## config.mk

```make
export PLATFORM = sky130hd
export DESIGN_NAME = crack_scheduler
export DESIGN_NICKNAME = d
export VERILOG_FILES = /design/src/rtl/crack_scheduler.sv
export SDC_FILE = /design/constraint.sdc
export NUM_CORES = 1
export LEC_CHECK = 0
export ABC_CLOCK_PERIOD_IN_PS = 2300
export CAP_MARGIN = 20
export CORE_MARGIN = 2
export CORE_UTILIZATION = 34
export CTS_BUF_LIST = sky130_fd_sc_hd__clkbuf_2 sky130_fd_sc_hd__clkbuf_4 sky130_fd_sc_hd__clkbuf_8
export DETAILED_ROUTE_END_ITERATION = 6
export PLACE_DENSITY = 0.79
export SYNTH_ARGS = -nofsm -noshare
export SYNTH_HDL_FRONTEND = slang
export SYNTH_SLANG_ARGS = --single-unit
```

## constraint.sdc

```tcl
create_clock -name clk -period 2.3 [get_ports clk]
set_clock_uncertainty 0.2 [all_clocks]
set_input_delay 0.23 -clock clk [delete_from_list [all_inputs] [get_ports clk]]
set_output_delay 0.23 -clock clk [all_outputs]
set_load 0.02 [all_outputs]
```

## src/rtl/crack_scheduler.sv

```systemverilog
// Keyspace scheduler: splits the key space into fixed-size chunks, hands them
// round-robin to the crack cores and reports the first key any core finds.
module crack_scheduler #(
  parameter int NCORES  = 2,
  parameter int KEY_W   = 24,
  parameter int CHUNK_W = 22
) (
  input  logic                      clk,
  input  logic                      rst,
  input  logic                      en,
  output logic                      rdy,
  output logic [KEY_W-1:0]          key,
  output logic                      key_valid,
  output logic [NCORES-1:0]         core_en,
  output logic [NCORES*KEY_W-1:0]   core_base,
  output logic [NCORES-1:0]         core_abort,
  input  logic [NCORES-1:0]         core_rdy,
  input  logic [NCORES-1:0]         core_found,
  input  logic [NCORES*KEY_W-1:0]   core_key
);

  localparam int NCW   = KEY_W - CHUNK_W + 1;
  localparam int PTR_W = (NCORES > 1) ? $clog2(NCORES) : 1;
  localparam logic [NCW-1:0] NCH = {1'b1, {(NCW-1){1'b0}}};

  typedef enum logic [1:0] {
    IDLE  = 2'd0,
    RUN   = 2'd1,
    ABORT = 2'd2,
    DONE  = 2'd3
  } state_e;

  state_e                    state_q, state_d;
  logic [NCW-1:0]            next_chunk_q, next_chunk_d;
  logic [NCORES-1:0]         busy_q, busy_d;
  logic [NCORES-1:0]         started_q, started_d;
  logic [PTR_W-1:0]          ptr_q, ptr_d;
  logic [KEY_W-1:0]          key_q, key_d;
  logic                      key_valid_q, key_valid_d;
  logic                      rdy_q, rdy_d;
  logic [NCORES-1:0]         core_en_q, core_en_d;
  logic [NCORES-1:0]         core_abort_q, core_abort_d;
  logic [NCORES*KEY_W-1:0]   core_base_q, core_base_d;

  logic [NCORES-1:0]         done_s;
  logic [NCORES-1:0]         found_s;
  logic [NCORES-1:0]         cand_s;
  logic                      pick_ok_s;
  logic [PTR_W-1:0]          pick_idx_s;
  logic [PTR_W-1:0]          rr_idx_s;
  logic [KEY_W-1:0]          found_key_s;

  // A core has completed once it was seen busy (rdy low) and rdy is back high.
  always_comb begin
    done_s  = busy_q & started_q & core_rdy;
    found_s = done_s & core_found;
    cand_s  = ~busy_q & core_rdy;
  end

  // Round-robin pick: descending scan so the first hit from ptr wins.
  always_comb begin
    pick_ok_s  = 1'b0;
    pick_idx_s = '0;
    rr_idx_s   = '0;
    for (int k = NCORES - 1; k >= 0; k--) begin
      rr_idx_s = PTR_W'((int'(ptr_q) + k) % NCORES);
      if (cand_s[rr_idx_s]) begin
        pick_ok_s  = 1'b1;
        pick_idx_s = rr_idx_s;
      end else begin
        pick_ok_s  = pick_ok_s;
      end
    end
  end

  // Lowest-index finder wins a tie.
  always_comb begin
    found_key_s = '0;
    for (int i = NCORES - 1; i >= 0; i--) begin
      if (found_s[i]) begin
        found_key_s = core_key[i*KEY_W +: KEY_W];
      end else begin
        found_key_s = found_key_s;
      end
    end
  end

  always_comb begin
    state_d      = state_q;
    next_chunk_d = next_chunk_q;
    ptr_d        = ptr_q;
    key_d        = key_q;
    key_valid_d  = key_valid_q;
    core_en_d    = '0;
    core_abort_d = '0;
    core_base_d  = core_base_q;
    started_d    = (started_q | (busy_q & ~core_rdy)) & ~done_s;
    busy_d       = busy_q & ~done_s;

    case (state_q)
      IDLE, DONE: begin
        if (en) begin
          state_d      = RUN;
          next_chunk_d = '0;
          busy_d       = '0;
          started_d    = '0;
          key_valid_d  = 1'b0;
          ptr_d        = '0;
        end else begin
          state_d = state_q;
        end
      end
      RUN: begin
        if (|found_s) begin
          key_d        = found_key_s;
          key_valid_d  = 1'b1;
          core_abort_d = busy_d;
          state_d      = (|busy_d) ? ABORT : DONE;
        end else if (pick_ok_s && (next_chunk_q < NCH)) begin
          core_en_d[pick_idx_s] = 1'b1;
          busy_d[pick_idx_s]    = 1'b1;
          core_base_d[pick_idx_s*KEY_W +: KEY_W] = KEY_W'(next_chunk_q) << CHUNK_W;
          next_chunk_d = next_chunk_q + NCW'(1);
          ptr_d        = PTR_W'((int'(pick_idx_s) + 1) % NCORES);
        end else if ((next_chunk_q == NCH) && (busy_d == '0)) begin
          state_d = DONE;
        end else begin
          state_d = RUN;
        end
      end
      ABORT: begin
        if (busy_d == '0) begin
          state_d = DONE;
        end else begin
          state_d = ABORT;
        end
      end
      default: begin
        state_d = IDLE;
      end
    endcase

    rdy_d = (state_d == IDLE) || (state_d == DONE);
  end

  always_ff @(posedge clk) begin
    if (rst) begin
      state_q      <= IDLE;
      next_chunk_q <= '0;
      busy_q       <= '0;
      started_q    <= '0;
      ptr_q        <= '0;
      key_q        <= '0;
      key_valid_q  <= 1'b0;
      rdy_q        <= 1'b1;
      core_en_q    <= '0;
      core_abort_q <= '0;
      core_base_q  <= '0;
    end else begin
      state_q      <= state_d;
      next_chunk_q <= next_chunk_d;
      busy_q       <= busy_d;
      started_q    <= started_d;
      ptr_q        <= ptr_d;
      key_q        <= key_d;
      key_valid_q  <= key_valid_d;
      rdy_q        <= rdy_d;
      core_en_q    <= core_en_d;
      core_abort_q <= core_abort_d;
      core_base_q  <= core_base_d;
    end
  end

  assign rdy        = rdy_q;
  assign key        = key_q;
  assign key_valid  = key_valid_q;
  assign core_en    = core_en_q;
  assign core_abort = core_abort_q;
  assign core_base  = core_base_q;

endmodule
```

==> results.txt <==
status: complete, but fails checks
failing checks: DRC
fmax: 455 MHz
Clk pin slew, worst setup/hold paths: 0.10 ns
Core ar.: 6420 sq um
num rows: 29
Die W: 85.8 um
first-pass GRT wire length: 9470 um
Nets: 415
Layout area overhead: 43.6%
slowest CP cell: dfxtp_1
max-slew violations: 0
hpwl dp: 4380 um
CP top delay family: simple AND/OR/NAND/NOR gates
IO Pins: 133
worst hold slack: 0.293 ns
drt first pass iters: 7
Worst VDD drop: 238 uV
total global-route track usage: 16.1%
Top FF cell, synth: dfxtp_1
Max H-tree Level: 2
detailed-route via count: 2157
setup_tns: 0 ns
CTS tree: built
Final Hold Vio Count: 0
worst skew pair latency: 0.30 ns
Worst EP arrival: 2.18 ns
WP data required: 2.29 ns
Setup crit start kind: flop
Vias per Instance: 4.97
CP peak stage delay: 0.44 ns
post-synthesis async set-or-reset flop share: 0%
Syn. warnings: 0
pin count of the biggest net entering global routing: 32
Die Y: 85.8 um
reg-to-reg endpoint: rdy
Tot Pwr: 0.00182 W
Bufs on Longest Clock Path: 2
routability cong.: 0.985
Design Area, Final: 3270 sq um
root buffer cell: clkbuf_8
Post-synth EDFFs: 0
fin crit share: 95.5%
WL final: 5990 um
RSZ-0062 raised after global routing: no
CTS Buf Count: 5
Worst R2R Start: state_q[0]
top post-synthesis cells by area: dfxtp_1 40%, buf_4 14%, o22ai_1 6.9%
Buffers & Inverters on Critical Path: 1
antenna viol nets, final: 0
layout cells sized above 1: 7.56%
initial antenna violation count: 0
area leader, netlist: dfxtp_1
placed cell areas: 3150 sq um
die area: 7370 sq um
flops & latches, synth: 46
initial cell density of the core: 35.5%
post-CTS sizing: 0
Post-Syn Instances: 264
top-count cell post-synth: dfxtp_1
Mapped Area: 2280 sq um
Min-Delay Startpoint: core_base[15]
CTS Sinks: 46
worst-path cell chain: inv_1, ha_1, nand2b_1, o22ai_1, nor3_2, o211a_1, o21ai_1
Antenna Cells: 0
initial drt markers: 115
total grt overflow: 0
Crit Path Max Fanout: 9
Setup violations, final: 0
DR WL/cell: 13.8 um
Port Buf Inserts: 90
hold_buf cts: 0
final worst path period need: 2.20 ns
Worst Tran Pin Value: 0.478 ns
FF-to-FF path depth: 7
syn avg cell area: 8.63 sq um
vias in the first global route: 1954
Finished Layout Cells: 434
drc violations: 7
Leakage: 1.34 nW
worst rel slew slack: 67.3%
post-synth top area share: 40.4%
reg-to-reg setup timing slack: 0.10 ns
hold path depth: 1
synth cell count leaders: 46 x dfxtp_1, 42 x buf_4, 31 x a21oi_1
hold crit path type: flop to flop
sequential area share after synthesis: 40.4%
Placed Instances: 426
post-CTS setup buffers: 0
crit path capture type: flop
Max Cap Violations: 0
count of cell types in the netlist: 38
Pwr per Cell Area: 556 nW/um^2
critical path class: flop to flop
Worst Hold End: core_base[15]
## kinds of logic (layout without fill, tap and decap cells)
kind of cell / Yosys count / after routing / synth area share (%)
compound gates: 103 / 103 / 27.7
buf+inv: 62 / 114 / 17.2
flops: 46 / 46 / 40.4
simple gates: 43 / 43 / 10.1
mux: 5 / 5 / 2.20
fa+ha+maj: 4 / 4 / 2.20
other cells: 1 / 42 / 0.165
## power by group
part	internal [W]	switching (W)	total, W	leakage [nW]
clock	0.000320	0.000275	0.000595	0.0579
sequential	0.000815	0.0000209	0.000836	0.372
combinational	0.000169	0.000218	0.000387	0.915
total	0.00130	0.000514	0.00182	1.34
## cell usage in the layout, fill, tap and decap left out, drive strengths merged, types with 3 or more instances in the layout
cell type,n
o21ai,30
nor2b,3
clkbuf,5
inv,6
nand2,7
dfxtp,46
a21boi,4
conb,42
nand4,4
mux2i,5
a2111oi,3
ha,4
nor3,3
o22ai,25
nand2b,3
buf,10
nor2,14
a21oi,32
and3,5
clkdlybuf4s50,90
## sequential cells by signal (all words and copies together), names as in the netlist
| register | count |
|---|---|
| key | 24 |
| core_base | 6 |
| next_chunk_q | 3 |
| busy_q | 2 |
| core_abort | 2 |
| core_en | 2 |
| started_q | 2 |
| state_q | 2 |
| key_valid | 1 |
| ptr_q | 1 |
| rdy | 1 |
## stage by stage
| step | util (%) | worst slack, ns |
|---|---|---|
| 2_1_floorplan | - | 0.355 |
| 3_3_place_gp | 49.0 | -0.0405 |
| 3_5_place_dp | 49.0 | -0.131 |
| 4_1_cts | 50.7 | 0.106 |
| 5_1_grt | 50.9 | 0.0236 |
| 6_report | 50.9 | 0.104 |
## final cells by class
class,count,area [sq um]
Fill cell,623,3150
Sequential cell,46,921
Inverter,6,22.5
Tap cell,77,96.3
Clock buffer,5,68.8
Multi-Input combinational cell,197,1130
Timing Repair Buffer,100,988
Clock inverter,3,40.0
## worst register-to-register path: cells and delay by family, from the launching register on
family / cells / cell delay, ns
AO/OA/AOI/OAI: 3 / 0.38
adder cells (fa/ha/maj): 1 / 0.41
buffers and inverters: 1 / 0.07
flip-flops: 1 / 0.44
AND/OR/NAND/NOR: 2 / 0.59
## routing by layer
metal  up-vias  wire length (um)  GRT usage [%]
li1       1052                 -              -
met1       983              2360           18.8
met2       118              2970           26.8
met3         4               614           6.54
met4         0                46           5.34
met5         -                 0              0
## worst max path at each step
stage / start / end / slack [ns] / cells after the start
2_1_floorplan: state_q[0] / rdy / 0.35 / 7
3_3_place_gp: core_rdy[0] / core_base[46] / -0.04 / 6
3_5_place_dp: core_rdy[0] / core_base[23] / -0.13 / 6
4_1_cts: state_q[0] / rdy / 0.11 / 7
5_1_grt: state_q[0] / rdy / 0.02 / 7
6_report: state_q[0] / rdy / 0.10 / 7
(Power assumes the default switching activity.)
